<file path="src/rtl/sn76489_pkg.sv">
// sn76489_pkg: register map, PSG byte layout and writer FSM states shared by the bus writer.
package sn76489_pkg;

  localparam logic [2:0] FREQ1_REG         = 3'd0;
  localparam logic [2:0] FREQ3_REG         = 3'd1;
  localparam logic [2:0] FREQ2_REG         = 3'd2;
  localparam logic [2:0] NOISE_CONTROL_REG = 3'd3;
  localparam logic [2:0] ATT1_REG          = 3'd4;
  localparam logic [2:0] ATT3_REG          = 3'd5;
  localparam logic [2:0] ATT2_REG          = 3'd6;
  localparam logic [2:0] NOISE_ATT_REG     = 3'd7;

  // Byte layout on d[7:0]
  localparam int unsigned LATCH_FLAG_BIT = 0;
  localparam int unsigned REG_LSB        = 1;
  localparam int unsigned REG_MSB        = 3;
  localparam int unsigned NIBBLE_LSB     = 4;
  localparam int unsigned NIBBLE_MSB     = 7;
  localparam int unsigned DATA_LSB       = 2;
  localparam int unsigned DATA_MSB       = 7;
  localparam int unsigned NOISE_LSB      = 5;
  localparam int unsigned NOISE_MSB      = 7;

  // Queued request: {reg[2:0], value[9:0]}
  localparam int unsigned REQ_W = 13;

  typedef enum logic [2:0] {
    ST_IDLE,
    ST_SETUP,
    ST_STROBE,
    ST_ACK,
    ST_RELEASE
  } writer_state_t;

  typedef struct packed {
    logic       two;
    logic [7:0] byte2;
    logic [7:0] byte1;
  } psg_bytes_t;

  // Map a register write onto one latch byte, plus a data byte for tone registers.
  function automatic psg_bytes_t encode_request(input logic [2:0] r, input logic [9:0] v);
    psg_bytes_t b;
    b = '0;
    b.byte1[LATCH_FLAG_BIT]   = 1'b1;
    b.byte1[REG_MSB:REG_LSB]  = r;
    case (r)
      FREQ1_REG, FREQ2_REG, FREQ3_REG: begin
        b.byte1[NIBBLE_MSB:NIBBLE_LSB] = v[9:6];
        b.byte2[DATA_MSB:DATA_LSB]     = v[5:0];
        b.two                          = 1'b1;
      end
      NOISE_CONTROL_REG: b.byte1[NOISE_MSB:NOISE_LSB] = v[2:0];
      ATT1_REG, ATT2_REG, ATT3_REG, NOISE_ATT_REG:
        b.byte1[NIBBLE_MSB:NIBBLE_LSB] = v[3:0];
      default: b.byte1[NIBBLE_MSB:NIBBLE_LSB] = v[3:0];
    endcase
    return b;
  endfunction

endpackage

</file>
<file path="src/rtl/sn76489_req_fifo.sv">
// sn76489_req_fifo: registered synchronous FIFO with full/empty flags and occupancy count.
module sn76489_req_fifo #(
  parameter int unsigned DEPTH = 4,
  parameter int unsigned WIDTH = 13
) (
  input  logic                       i_clk,
  input  logic                       i_rst,
  input  logic                       i_push,
  input  logic [WIDTH-1:0]           i_data,
  input  logic                       i_pop,
  output logic [WIDTH-1:0]           o_data,
  output logic                       o_full,
  output logic                       o_empty,
  output logic [$clog2(DEPTH):0]     o_count
);
  localparam int unsigned PTR_W = $clog2(DEPTH);
  localparam int unsigned CNT_W = PTR_W + 1;

  logic [WIDTH-1:0] r_mem [DEPTH];
  logic [PTR_W-1:0] r_wr_ptr;
  logic [PTR_W-1:0] r_rd_ptr;
  logic [CNT_W-1:0] r_count;
  logic             w_do_push;
  logic             w_do_pop;

  assign o_full    = (r_count == CNT_W'(DEPTH));
  assign o_empty   = (r_count == '0);
  assign o_count   = r_count;
  assign o_data    = r_mem[r_rd_ptr];
  assign w_do_push = i_push && !o_full;
  assign w_do_pop  = i_pop && !o_empty;

  // Storage, pointers and occupancy; cleared asynchronously on reset.
  always_ff @(posedge i_clk or posedge i_rst) begin
    if (i_rst) begin
      for (int unsigned i = 0; i < DEPTH; i++) r_mem[PTR_W'(i)] <= '0;
      r_wr_ptr <= '0;
      r_rd_ptr <= '0;
      r_count  <= '0;
    end else begin
      if (w_do_push) begin
        r_mem[r_wr_ptr] <= i_data;
        r_wr_ptr        <= r_wr_ptr + 1'b1;
      end
      if (w_do_pop) r_rd_ptr <= r_rd_ptr + 1'b1;
      case ({w_do_push, w_do_pop})
        2'b10:   r_count <= r_count + 1'b1;
        2'b01:   r_count <= r_count - 1'b1;
        default: r_count <= r_count;
      endcase
    end
  end

endmodule

</file>
<file path="src/rtl/sn76489_bus_writer.sv">
// sn76489_bus_writer: queues PSG register writes and plays them out on the SN76489 CPU bus.
module sn76489_bus_writer
  import sn76489_pkg::*;
#(
  parameter int unsigned FIFO_DEPTH     = 4,
  parameter int unsigned SETUP_CYCLES   = 2,
  parameter int unsigned HOLD_CYCLES    = 1,
  parameter int unsigned TIMEOUT_CYCLES = 255
) (
  input  logic       clock,
  input  logic       reset,
  input  logic       req_valid,
  output logic       req_ready,
  input  logic [2:0] req_reg,
  input  logic [9:0] req_value,
  input  logic       psg_ready,
  output logic [7:0] d,
  output logic       nWE,
  output logic       nCE,
  output logic       busy,
  output logic       timeout_err
);
  localparam int unsigned CNT_W        = $clog2(FIFO_DEPTH) + 1;
  localparam logic [7:0]  SETUP_LAST   = 8'(SETUP_CYCLES - 1);
  localparam logic [7:0]  HOLD_LAST    = 8'(HOLD_CYCLES - 1);
  localparam logic [7:0]  TIMEOUT_LAST = 8'(TIMEOUT_CYCLES);

  writer_state_t    r_state, w_next_state;
  logic [7:0]       r_cnt, w_next_cnt;
  logic [7:0]       r_d, w_next_d;
  logic [7:0]       r_byte2, w_next_byte2;
  logic             r_second, w_next_second;
  logic             r_strobe_n;
  logic             r_busy;
  logic             r_timeout;
  logic             w_timeout;

  logic             w_push;
  logic             w_pop;
  logic             w_full;
  logic             w_empty;
  logic [CNT_W-1:0] w_count;
  logic [REQ_W-1:0] w_fifo_data;
  logic             w_nonempty_next;
  psg_bytes_t       w_enc;

  assign req_ready   = !w_full;
  assign w_push      = req_valid && !w_full;
  assign w_enc       = encode_request(w_fifo_data[12:10], w_fifo_data[9:0]);
  assign d           = r_d;
  assign nWE         = r_strobe_n;
  assign nCE         = r_strobe_n;
  assign busy        = r_busy;
  assign timeout_err = r_timeout;

  sn76489_req_fifo #(
    .DEPTH (FIFO_DEPTH),
    .WIDTH (REQ_W)
  ) u_fifo (
    .i_clk   (clock),
    .i_rst   (reset),
    .i_push  (w_push),
    .i_data  ({req_reg, req_value}),
    .i_pop   (w_pop),
    .o_data  (w_fifo_data),
    .o_full  (w_full),
    .o_empty (w_empty),
    .o_count (w_count)
  );

  // FIFO occupancy after this edge, so busy can be a flop yet track the queue exactly.
  always_comb begin
    w_nonempty_next = (w_count != '0);
    if (w_push && !w_pop)      w_nonempty_next = 1'b1;
    else if (w_pop && !w_push) w_nonempty_next = (w_count > CNT_W'(1));
  end

  // Next state, shared wait/setup/hold counter and next values for the registered bus outputs.
  always_comb begin
    w_next_state  = r_state;
    w_next_cnt    = r_cnt + 8'd1;
    w_next_d      = r_d;
    w_next_byte2  = r_byte2;
    w_next_second = r_second;
    w_timeout     = 1'b0;
    w_pop         = 1'b0;
    case (r_state)
      ST_IDLE: begin
        w_next_cnt = '0;
        if (!w_empty) begin
          w_pop         = 1'b1;
          w_next_d      = w_enc.byte1;
          w_next_byte2  = w_enc.byte2;
          w_next_second = w_enc.two;
          w_next_state  = ST_SETUP;
        end
      end
      ST_SETUP: begin
        if (r_cnt == SETUP_LAST) begin
          w_next_cnt   = '0;
          w_next_state = ST_STROBE;
        end
      end
      ST_STROBE: begin
        if (!psg_ready) begin
          w_next_cnt   = '0;
          w_next_state = ST_ACK;
        end else if (r_cnt == TIMEOUT_LAST) begin
          w_next_cnt    = '0;
          w_timeout     = 1'b1;
          w_next_second = 1'b0;
          w_next_state  = ST_RELEASE;
        end
      end
      ST_ACK: begin
        if (psg_ready) begin
          w_next_cnt   = '0;
          w_next_state = ST_RELEASE;
        end else if (r_cnt == TIMEOUT_LAST) begin
          w_next_cnt    = '0;
          w_timeout     = 1'b1;
          w_next_second = 1'b0;
          w_next_state  = ST_RELEASE;
        end
      end
      ST_RELEASE: begin
        if (r_cnt == HOLD_LAST) begin
          w_next_cnt = '0;
          if (r_second) begin
            w_next_d      = r_byte2;
            w_next_second = 1'b0;
            w_next_state  = ST_SETUP;
          end else begin
            w_next_state = ST_IDLE;
          end
        end
      end
      default: begin
        w_next_cnt   = '0;
        w_next_state = ST_IDLE;
      end
    endcase
  end

  // State register plus output flops; strobes and busy are registered from the next state.
  always_ff @(posedge clock or posedge reset) begin
    if (reset) begin
      r_state    <= ST_IDLE;
      r_cnt      <= '0;
      r_d        <= '0;
      r_byte2    <= '0;
      r_second   <= 1'b0;
      r_strobe_n <= 1'b1;
      r_busy     <= 1'b0;
      r_timeout  <= 1'b0;
    end else begin
      r_state    <= w_next_state;
      r_cnt      <= w_next_cnt;
      r_d        <= w_next_d;
      r_byte2    <= w_next_byte2;
      r_second   <= w_next_second;
      r_strobe_n <= !((w_next_state == ST_STROBE) || (w_next_state == ST_ACK));
      r_busy     <= (w_next_state != ST_IDLE) || w_nonempty_next;
      r_timeout  <= w_timeout;
    end
  end

endmodule

</file>
<file path="config.mk">
export PLATFORM = sky130hd
export DESIGN_NAME = sn76489_bus_writer
export DESIGN_NICKNAME = d
export VERILOG_FILES = /design/src/rtl/sn76489_pkg.sv /design/src/rtl/sn76489_req_fifo.sv /design/src/rtl/sn76489_bus_writer.sv
export SDC_FILE = /design/constraint.sdc
export NUM_CORES = 1
export LEC_CHECK = 0
export CORE_ASPECT_RATIO = 2
export CORE_UTILIZATION = 45
export DETAILED_ROUTE_END_ITERATION = 12
export MAX_ROUTING_LAYER = met4
export PLACE_DENSITY = 0.66
export SKIP_LAST_GASP = 1
export SYNTH_ARGS = -nofsm -noshare
export SYNTH_HDL_FRONTEND = slang
export SYNTH_HIERARCHICAL = 1
export SYNTH_SLANG_ARGS = --single-unit
</file>
<file path="constraint.sdc">
create_clock -name clock -period 2.3 [get_ports clock]
set_input_delay 0.46 -clock clock [delete_from_list [all_inputs] [get_ports clock]]
set_output_delay 0.46 -clock clock [all_outputs]
set_load 0.03 [all_outputs]
</file>
# Word level (Yosys, flattened, before mapping)
# Index checks and enable logic that the tools add are counted.
# classes
bitwise_logic,3
addsub,5
reduce_logical,27
eq_ne,23
mux,42
order_cmp,4
# ops
op,n
2-to-1 mux 8 bit,8
bitwise mux 52 bit,1
2-to-1 mux 13 bit,3
case mux 8 bit (4 select lines),1
binary-select mux 13 bit (select 2 bit),1
demux 13 bit (select 2 bit),1
== test 3 x 2 -> 1 bit (second input constant),6
== test 3 bit (second input constant),6
2-to-1 mux 3 bit,6
case mux 8 bit (2 select lines),1
case mux 3 bit (5 select lines),1
2-to-1 mux 1 bit,13
!= test 2 bit (second input constant),5
logical NOT 3 bit,3
case mux 3 bit (3 select lines),1
adder 8 x 1 -> 8 bit (second input constant),1
== test 8 x 1 -> 1 bit (second input constant),1
== test 8 bit (second input constant),1
logical NOT 8 bit,1
2-to-1 mux 7 bit,1
== test 3 x 1 -> 1 bit (second input constant),2
greater-or-equal comparator 3 bit (second input constant),2
logical AND 1 bit,6
inverter 2 -> 3 bit,2
other kinds (21),30
# totals
input_bits,17
output_inout_bits,13
elab_cells,119
reg_bits,88

# Logic depth before layout (Yosys ltp)
# Gate-level depths: netlist of the first run.
# logic_depth
depth_word,9
depth_mapped,11
depth_no_buf,10

# Cells and area by module
# The synthesis of the first run kept the hierarchy.
# modules_own_cells
mod,instances,seq_area_each_um2,cells_each,area_per_inst_um2
sn76489_req_fifo,1,1476.4,166,2670.1
sn76489_bus_writer,1,726.9,154,1582.8

# Worst setup path after synthesis of the first run
# Ideal clock, no wire load.
# synth_path
path_type,flip-flop to flip-flop
from,register r_state[1]
to,"register u_fifo.r_count[2], in the netlist u_fifo/o_count[2]"
path_stages_with_launch,12
path_buffers,2
setup_time_ps,79
required_ps,2221
t_arrival_ps,2327
slack_ps,-107
period_less_slack_ps,2407
path_cell_list,dfrtp_1 buf_6 or4_4 buf_6 inv_2 o31a_1 ha_1 inv_1 fa_1 xor2_1 nor2_1 xor2_1
# synth_via
elab_chain_len,5
elab_cells_between_ends,7
cone_classes,eq/ne (2); mux (2); reduce/logical (3)
# synth_rtl
element,line_no,source
start: declaration,sn76489_bus_writer.sv:28,"writer_state_t r_state, w_next_state;"
start signal: assignment,sn76489_bus_writer.sv:157,r_state <= w_next_state;
logical NOT 3 bit (*),sn76489_bus_writer.sv:87,case (r_state)
2-to-1 mux 1 bit (*),sn76489_bus_writer.sv:87,
named net w_pop,sn76489_bus_writer.sv:39,logic w_pop;
logical AND 1 bit (*),sn76489_req_fifo.sv:31,assign w_do_pop = i_pop && !o_empty;
named net u_fifo.w_do_pop,sn76489_req_fifo.sv:24,logic w_do_pop;
== test 2 x 1 -> 1 bit / == test 2 bit (equally long branches),sn76489_req_fifo.sv:46,"case ({w_do_push, w_do_pop})"
case mux 3 bit (2 select lines) / nonzero test 2 bit (equally long branches),n/a,
end signal: assignment,sn76489_req_fifo.sv:47,2'b10: r_count <= r_count + 1'b1;
end signal: assignment,sn76489_req_fifo.sv:48,2'b01: r_count <= r_count - 1'b1;
end signal: assignment,sn76489_req_fifo.sv:49,default: r_count <= r_count;
end: declaration,sn76489_req_fifo.sv:22,logic [CNT_W-1:0] r_count;
# The timed path passes the listed nets; every way through them passes the cells marked *.
# A chain may end at the register's enable or synchronous reset.

# Worst setup path in the final report of the first run
# layout_path
from,register r_state[2]
to,"register u_fifo.r_count[2], in the netlist u_fifo/o_count[2]"
# The elaborated chain is that of the path after synthesis.

==> impl_metrics.json, run 1 <==
{
  "crit_chain": "or4_4, inv_4, o31a_1, ha_2, inv_1, fa_2, xor2_1, nor2_1, xor2_1",
  "grtUsageTotal_pct": 20.0,
  "max_freq_mhz": 450,
  "synth_top_area_cell": "dfrtp_1",
  "p_total_mw": 7.71,
  "period_needed_ns": 2.22,
  "min_path_type": "input pin to async pin",
  "wl_per_cell_um": 18.2,
  "initial_core_util_pct": 46.9,
  "seqCellArea_um2": 2200,
  "cts_tree": "done",
  "via_per_inst": 5.80,
  "cpPeakStageDelay_ns": 0.56,
  "critPathTopFamily": "simple AND/OR/NAND/NOR gates",
  "hold_ws_ns": 0.481,
  "met2_usage_pct": 34.9,
  "r2r_slack_ns": 0.08,
  "synth-main-ff-cell": "dfrtp_1",
  "multiInputGateArea_um2": 1870,
  "report.final.slew_viol_count": 0,
  "clock-sinks": 88,
  "syn_area_um2": 4250,
  "arrival_ns": 2.48,
  "ys_seq_area_share_pct": 51.8,
  "async_reset_ff_share_pct": 100,
  "synth_cell_types": 51,
  "grt_pass1_wl_um": 14700,
  "top_usage_layer": "met2",
  "insertion_delay_ns": 0.35,
  "synth_top_area_share_pct": 51.2,
  "violations": "DRC",
  "antenna_cells": 0,
  "htreeDepth": 3,
  "clock_skew_ns": 0.00994,
  "synthTopCellsByArea": "dfrtp_1 51%, mux2_2 14%, mux4_2 6.9%",
  "worstMarginPinSlew_ns": 0.533,
  "peakVddDrop_mv": 0.721,
  "numPortBuffers": 29,
  "synth_fp_nets": 346,
  "final_common_cell": "dfrtp_1",
  "rows": 49,
  "cts_root_buf": "clkbuf_16",
  "firstDrtPassIters": 8,
  "dp_hpwl_um": 6300,
  "synth-seq-cells": 88,
  "drv_cap": 0,
  "max_slew_margin_pct": 64.2,
  "path_class": "flop to flop",
  "grt_pass1_vias": 2988,
  "grtUsageMet1_pct": 21.9,
  "area_growth_pct": 19.3,
  "finalCritPeriodShare_pct": 96.7,
  "setup_viol_count_final": 0,
  "hold_violations": 0,
  "nNetsFinal": 392,
  "ios": 30,
  "grt_max_degree": 41,
  "status": "finished, violations left",
  "powerDensity_nw_per_um2": 1520,
  "drive_gt1_share_pct": 32.3,
  "ys_warn_count": 6,
  "leakage_nw": 2.15,
  "fp.dieW_um": 70.7,
  "end_kind": "flop",
  "path_clk_slew_ns": 0.06,
  "critical_path_required_ns": 2.56,
  "crit_slowest_cell": "or4_4",
  "final_cell_mix": "87 x dfrtp_1, 53 x mux2_2, 28 x clkdlybuf4s50_1, 20 x buf_4, 19 x nand2_1",
  "rsz0062_at_grt": "yes",
  "cts_buffer_depth": 2,
  "worstPathMaxFanout": 2,
  "synthCells": 320,
  "route.detailed.drc": 7,
  "die_y_um": 139,
  "avgSynthCellArea_um2": 13.3,
  "coreArea_um2": 9070,
  "antenna_found_initial": 0,
  "crit_buf_inv": 2,
  "numCtsBuffers": 9,
  "overflow": 0,
  "start_kind": "flop",
  "wirelength_um": 8620,
  "cp_common_cell": "xor2_1",
  "drtAntennaViolNets": 0,
  "synth_edf_count": 0,
  "design.die.area_um2": 9870,
  "place_congestion": 0.794,
  "drtIter0Drc": 162,
  "num-fill-cells": 779,
  "route.vias.total": 2742,
  "use_met3_pct": 3.91
}
==> registers in the layout, summed over array words and instances (netlist names) <==
name,flops
busy,1
d,8
nCE,1
r_byte2,6
r_cnt,8
r_second,1
r_state,3
timeout_err,1
u_fifo/o_count,3
u_fifo/r_mem,52
u_fifo/r_rd_ptr,2
u_fifo/r_wr_ptr,2
==> through the flow <==
step,setup TNS (ns),utilization [%],area (um2),worst slack [ns],cells
floorplan,-0.0724,-,4260,-0.0724,320
global placement,0,52.7,4780,0.118,455
detailed placement,0,52.7,4780,0.0361,455
CTS,0,55.7,5060,0.0229,471
global route,-0.0249,55.9,5070,-0.0249,473
finish,0,55.9,5070,0.0770,473
==> area by class of cell <==
type | count | area share [%]
clock inverters | 5 | 0.641
flip-flops and latches | 88 | 43.4
inverters | 14 | 1.09
multi-input cells | 199 | 36.9
clock buffers | 11 | 4.79
well taps | 102 | 2.52
repair buffers | 54 | 10.6
==> power breakdown <==
part / switching (mW) / leakage (nW) / internal [mW]
combinational: 1.72 / 0.941 / 1.97
clock: 0.593 / 0.139 / 0.759
sequential: 0.399 / 1.07 / 2.27
==> worst paths after layout <==
path / start / endpoint / cells past startpoint
worst min-delay path: reset / u_fifo/r_wr_ptr[1] / 2
min in group clock: d[0] / d[0] / 2
max in group asynchronous: reset / u_fifo/r_mem[46] / 3
worst max-delay path: r_state[2] / u_fifo/o_count[2] / 9
worst min register to register: d[0] / d[0] / 2
worst max register to register: r_state[2] / u_fifo/o_count[2] / 9
==> cells by family (layout without fill, tap and decap cells) <==
family / after synthesis / after routing / synth area share [%]
multiplexers: 69 / 69 / 21.6
XOR/XNOR: 13 / 13 / 2.68
flip-flops: 88 / 88 / 51.8
AO/OA/AOI/OAI: 47 / 47 / 7.89
AND/OR/NAND/NOR: 60 / 60 / 8.62
buffers and inverters: 33 / 84 / 4.30
adder cells (fa/ha/maj): 10 / 10 / 3.09
==> synthesized netlist by cell type (2+ instances only) <==
cell type,count
o22ai_1,3
nand2b_1,2
a211oi_1,2
and3_1,3
dfrtp_1,87
o21ai_0,7
mux2_2,53
a31oi_1,3
nand4_1,4
xor2_1,8
nand2_1,19
buf_4,2
clkbuf_1,6
xnor2_1,5
mux2i_1,3
a22o_1,6
ha_1,8
mux4_2,13
buf_6,6
nor3b_1,6
buf_2,5
and2_1,3
and4_1,2
a221o_1,5
a21oi_1,11
nor2_1,6
inv_1,13
nand3_1,6
==> metal layers <==
layer,wire (um),part of all wire (%)
met1,3360,39
met2,4800,56
met3,235,2.7
met4,222,2.6
met5,0,0
==> repair_timing <==
item / in CTS / in global routing
resized for setup: 1 / 0
gates cloned: 0 / 0
buffers inserted: 0 / 2
pin swaps: 0 / 2
hold buffers: 0 / 0
endpoints found under the hold margin: 0 / 0
setup endpoints to repair: 1 / 1
Power figures use the tool's default switching activity.
==> run 2: changes to the inputs <==
- CTS_BUF_LIST: default -> sky130_fd_sc_hd__clkbuf_4 sky130_fd_sc_hd__clkbuf_8
- CTS_CLUSTER_DIAMETER: default -> 50
==> impl_metrics.json, run 2 (synthesis results as in run 1) <==
{
  "rows": 49,
  "critical_path_required_ns": 2.58,
  "end_kind": "flop",
  "crit_chain": "or4_4, inv_4, o31a_1, ha_2, inv_1, fa_2, xor2_1, nor2_1, xor2_1",
  "cpPeakStageDelay_ns": 0.56,
  "placed_area_um2": 4780,
  "start_kind": "flop",
  "grtUsageTotal_pct": 19.9,
  "drv_cap": 0,
  "power.switching_mw": 2.65,
  "cts_root_buf": "clkbuf_8",
  "crit_slowest_cell": "or4_4",
  "ios": 30,
  "final_cell_mix": "87 x dfrtp_1, 53 x mux2_2, 28 x clkdlybuf4s50_1, 20 x buf_4, 19 x nand2_1",
  "route.vias.total": 2745,
  "design.die.area_um2": 9870,
  "path_class": "flop to flop",
  "top_register": "u_fifo/r_mem",
  "nNetsFinal": 392,
  "dp_slack_ns": 0.0361,
  "status": "finished, violations left",
  "num-fill-cells": 793,
  "clock-sinks": 88,
  "critPathTopFamily": "simple AND/OR/NAND/NOR gates",
  "report.final.slew_viol_count": 0,
  "initial_core_util_pct": 46.9,
  "min_path_type": "input pin to async pin",
  "max_slew_margin_pct": 63.1,
  "antenna_found_initial": 0,
  "combPwrFrac_pct": 50.4,
  "htreeDepth": 3,
  "setup_tns_ns": 0,
  "firstDrtPassIters": 8,
  "grt_pass1_vias": 2956,
  "worstPathMaxFanout": 2,
  "cts_tree": "done",
  "cts_buffer_depth": 2,
  "largest_reg_flops": 52,
  "cp_common_cell": "xor2_1",
  "p_total_mw": 7.32,
  "overflow": 0,
  "via_per_inst": 5.80,
  "reg2reg_from": "r_state[2]",
  "arrival_ns": 2.51,
  "place_congestion": 0.794,
  "period_needed_ns": 2.23,
  "final_area_um2": 4970,
  "wirelength_um": 8500,
  "finalCritPeriodShare_pct": 96.8,
  "clock_skew_ns": 0.0104,
  "grt_max_degree": 41,
  "drive_gt1_share_pct": 32.6,
  "final_common_cell": "dfrtp_1",
  "numCtsBuffers": 9,
  "worstMarginPinSlew_ns": 0.550,
  "wl_per_cell_um": 18.0,
  "p_clk_share_pct": 13.3,
  "path_clk_slew_ns": 0.08,
  "switching_share_pct": 36.2,
  "crit_buf_inv": 2,
  "violations": "DRC",
  "final_cell_count_no_fill": 473,
  "peakVddDrop_mv": 0.725,
  "coreArea_um2": 9070,
  "fin_ws_ns": 0.0739,
  "dp_cells": 455,
  "hold_violations": 0,
  "drtAntennaViolNets": 0,
  "crit_start": "r_state[2]",
  "rsz0062_at_grt": "yes",
  "pwr-share-seq_pct": 36.4,
  "max_freq_mhz": 449,
  "powerDensity_nw_per_um2": 1470,
  "numPortBuffers": 29,
  "insertion_delay_ns": 0.37,
  "leakage_nw": 2.11,
  "setup_viol_count_final": 0,
  "die_y_um": 139,
  "drtIter0Drc": 112,
  "area_growth_pct": 17.0,
  "fp.dieW_um": 70.7,
  "hold_buffers": 0,
  "antenna_cells": 0,
  "grt_pass1_wl_um": 14600,
  "route.detailed.drc": 7,
  "dp_hpwl_um": 6300,
  "p_int_mw": 4.67
}
run 2: cell counts in the layout (fill, tap and decap cells not counted):
Identical to the previous run, type by type.
run 2: final timing paths:
kind / slack, ns / depth (start not counted) / to
setup / recovery: 0.07 / 9 / u_fifo/o_count[2]
hold / removal: 0.45 / 2 / u_fifo/r_mem[24]
setup reg to reg: 0.07 / 9 / u_fifo/o_count[2]
hold reg to reg: 0.48 / 2 / d[0]
max in group asynchronous: 1.30 / 3 / u_fifo/r_mem[34]
min in group clock: 0.48 / 2 / d[0]
run 2: layout make-up:
type	instances	area, um2	area share [%]
sequential	88	2200	44.3
multi-input combinational	199	1870	37.6
clock buffer	11	145	2.92
tap	102	128	2.57
clock inverter	5	32.5	0.654
inverter	14	55.1	1.11
timing repair buffer	54	539	10.8
run 2: per-stage QoR:
step / utilization, % / hold WS (ns)
detailed placement: 52.7 / 0.473
global route: 54.8 / 0.477
CTS: 54.7 / 0.453
finish: 54.8 / 0.452
floorplan: - / 0.473
global placement: 52.7 / 0.471
run 2: layer usage:
layer  up-vias  routed length [um]  global-route usage [%]
met4         0                 192                    9.05
met5         -                   0                       -
met1      1424                3240                    21.9
met2        52                4830                    34.4
met3        11                 234                    3.69
li1       1258                   -                       -
run 2: repair_timing:
item	4_1_cts	5_1_grt
pin swaps	0	2
buffers inserted	0	2
gates resized for setup	1	0
endpoints found under the hold margin	0	0
setup endpoints to repair	1	1
run 2: power groups by stage:
stage	registers, mW	logic [mW]	clock network, mW
after floorplan	2.73	2.57	0
after global placement	2.65	3.62	0
after detailed placement	2.71	3.69	0
after CTS	2.67	3.70	1.00
after global routing	2.76	4.00	1.06
final	2.66	3.69	0.971
==> edit: new RTL, flow settings as in run 2 <==
Set the package constant `FREQ3_REG` to 3'd0 (it was 3'd1).
--- a/src/rtl/sn76489_pkg.sv
+++ b/src/rtl/sn76489_pkg.sv
@@ -4,3 +4,3 @@
   localparam logic [2:0] FREQ1_REG         = 3'd0;
-  localparam logic [2:0] FREQ3_REG         = 3'd1;
+  localparam logic [2:0] FREQ3_REG         = 3'd0;
   localparam logic [2:0] FREQ2_REG         = 3'd2;
Function: changed (Yosys sat finds a counterexample within 4 cycles, from zero or initial values and one cycle with reset high).
==> edit against run 2 <==
- the flow still finishes with violations (design-rule violations)
- synthesized cell count is 4.1% higher
- final area rose by 1.7%
- sequential cell count unchanged
- routed wire length increased by 1.8%
- first-iteration DRC count is 4.5% lower
- worst setup slack gained 11 ps
- worst hold slack gained 7.5 ps
- synthesized area is 0.56% lower
- via count down 0.22%
- total power increased by 3.9%
- critical path depth is 2 lower
==> edit: results (changes against run 2) <==
status = complete, but fails checks (unchanged)
failing checks = design-rule violations (unchanged)
largest buffer count on any clock path = 2 (unchanged)
syn nets = 359 (was 346)
met3 routed WL = 215 µm (was 234 µm)
max incr delay on CP = 410 ps (was 560 ps)
CP max stage cell = dfrtp_2 (was or4_4)
Worst path top cell family by delay = simple AND/OR/NAND/NOR gates (unchanged)
mean post-synth cell area = 12.7 µm² (was 13.3 µm²)
Reg clk slew, reported paths = 80 ps (about the same)
mux contribution to synthesized area = 21.7% (was 21.6%)
VDD IR max = 0.714 mV (was 0.725 mV)
post-synthesis xor/xnor area fraction = 2.69% (was 2.68%)
routing usage on met2 = 35.9% (was 34.4%)
Synth top cells by count = 87 x dfrtp_1, 53 x mux2_2, 28 x nand2_1 (was 87 x dfrtp_1, 53 x mux2_2, 19 x nand2_1)
cts bufs inserted = 9 (unchanged)
PortBufs = 29 (unchanged)
router iterations before antenna repair = 8 (unchanged)
adder-cell share of the synthesized area = 3.11% (was 3.09%)
ys flop type = dfrtp_1 (unchanged)
HPWL after DPL = 6440 µm (was 6300 µm)
Leak = 2.21 nW (was 2.11 nW)
M1 WL = 3260 µm (was 3240 µm)
CP max FO = 7 (was 2)
diode count = 0 (unchanged)
initial antenna violation count = 0 (unchanged)
Compound-Gate Fraction of Synth Area = 6.98% (was 7.88%)
skew final = 11.5 ps (was 10.4 ps)
sequential share of the synthesized area = 52.1% (was 51.8%)
area post-placement = 0.00483 mm² (was 0.00478 mm²)
initial drt markers = 107 (was 112)
DRC = 4 (was 7)
dpl cells = 475 (was 455)
Vias = 2,739 (was 2,745)
post-synth cell types = 53 (was 51)
vias in the first global route = 3,066 (was 2,956)
final WL = 8660 µm (was 8500 µm)
Worst Tran Pin Value = 475 ps (was 550 ps)
synth top area cells = dfrtp_1 51%, mux2_2 14%, mux4_2 6.9% (unchanged)
Via density = 5.57 (was 5.80)
first-pass GRT wire length = 14,700 µm (was 14,600 µm)
met1 usage = 21.0% (was 21.9%)
fill cell count = 792 (was 793)
Routed met2 length = 4970 µm (was 4830 µm)
critical path arrival = 2440 ps (was 2510 ps)
GPL Wtd Cong = 0.848 (was 0.794)
global-route usage over all layers = 20.0% (was 19.9%)
met3 usage = 2.98% (was 3.69%)
share of layout cells above drive strength 1 = 31.3% (was 32.6%)
Layout Nets = 411 (was 392)
==> edit: final cells by class <==
type	instances	share of cell area, %
Tap cell	102	2.52
Inverter	18	1.43
Sequential cell	88	43.6
Clock inverter	6	1.80
Multi-Input combinational cell	211	37.0
Timing Repair Buffer	57	11.1
Clock buffer	10	2.60
==> edit: stage by stage <==
stage / util, % / worst slack [ps] / power [mW] / setup TNS [ps]
floorplan: - / -57.6 / 5.27 / -57.6
global placement: 53.2 / 40.3 / 6.31 / 0
detailed placement: 53.2 / 18.7 / 6.46 / 0
CTS: 55.7 / 43.5 / 7.67 / 0
global route: 55.8 / -44.2 / 8.12 / -44.2
finish: 55.8 / 85.4 / 7.61 / 0
==> edit: final timing paths <==
path | start | end | slack, ps | cells past startpoint
max in group asynchronous | reset | u_fifo/r_mem[47]$_DFFE_PP0P_ | 1300 | 3
worst max register to register | u_fifo/o_count[0]$_DFFE_PP0P_ | busy$_DFF_PP0_ | 90 | 7
worst min register to register | r_byte2[4]$_DFFE_PP0P_ | r_byte2[4]$_DFFE_PP0P_ | 480 | 2
worst max-delay path | u_fifo/o_count[0]$_DFFE_PP0P_ | busy$_DFF_PP0_ | 90 | 7
worst min-delay path | reset | u_fifo/r_wr_ptr[0]$_DFFE_PP0P_ | 460 | 2
min in group clock | r_byte2[4]$_DFFE_PP0P_ | r_byte2[4]$_DFFE_PP0P_ | 480 | 2
==> edit: where the power goes <==
group | switching, mW | internal (mW) | leakage (nW)
clock network | 0.551 | 0.632 | 0.115
logic | 1.82 | 1.97 | 1.02
registers | 0.382 | 2.25 | 1.07
total | 2.76 | 4.85 | 2.21
==> edit: what timing repair did <==
item	CTS	global route
pin swaps	0	3
setup endpoints to repair	2	1
resized for setup	2	1
setup buffers	0	1
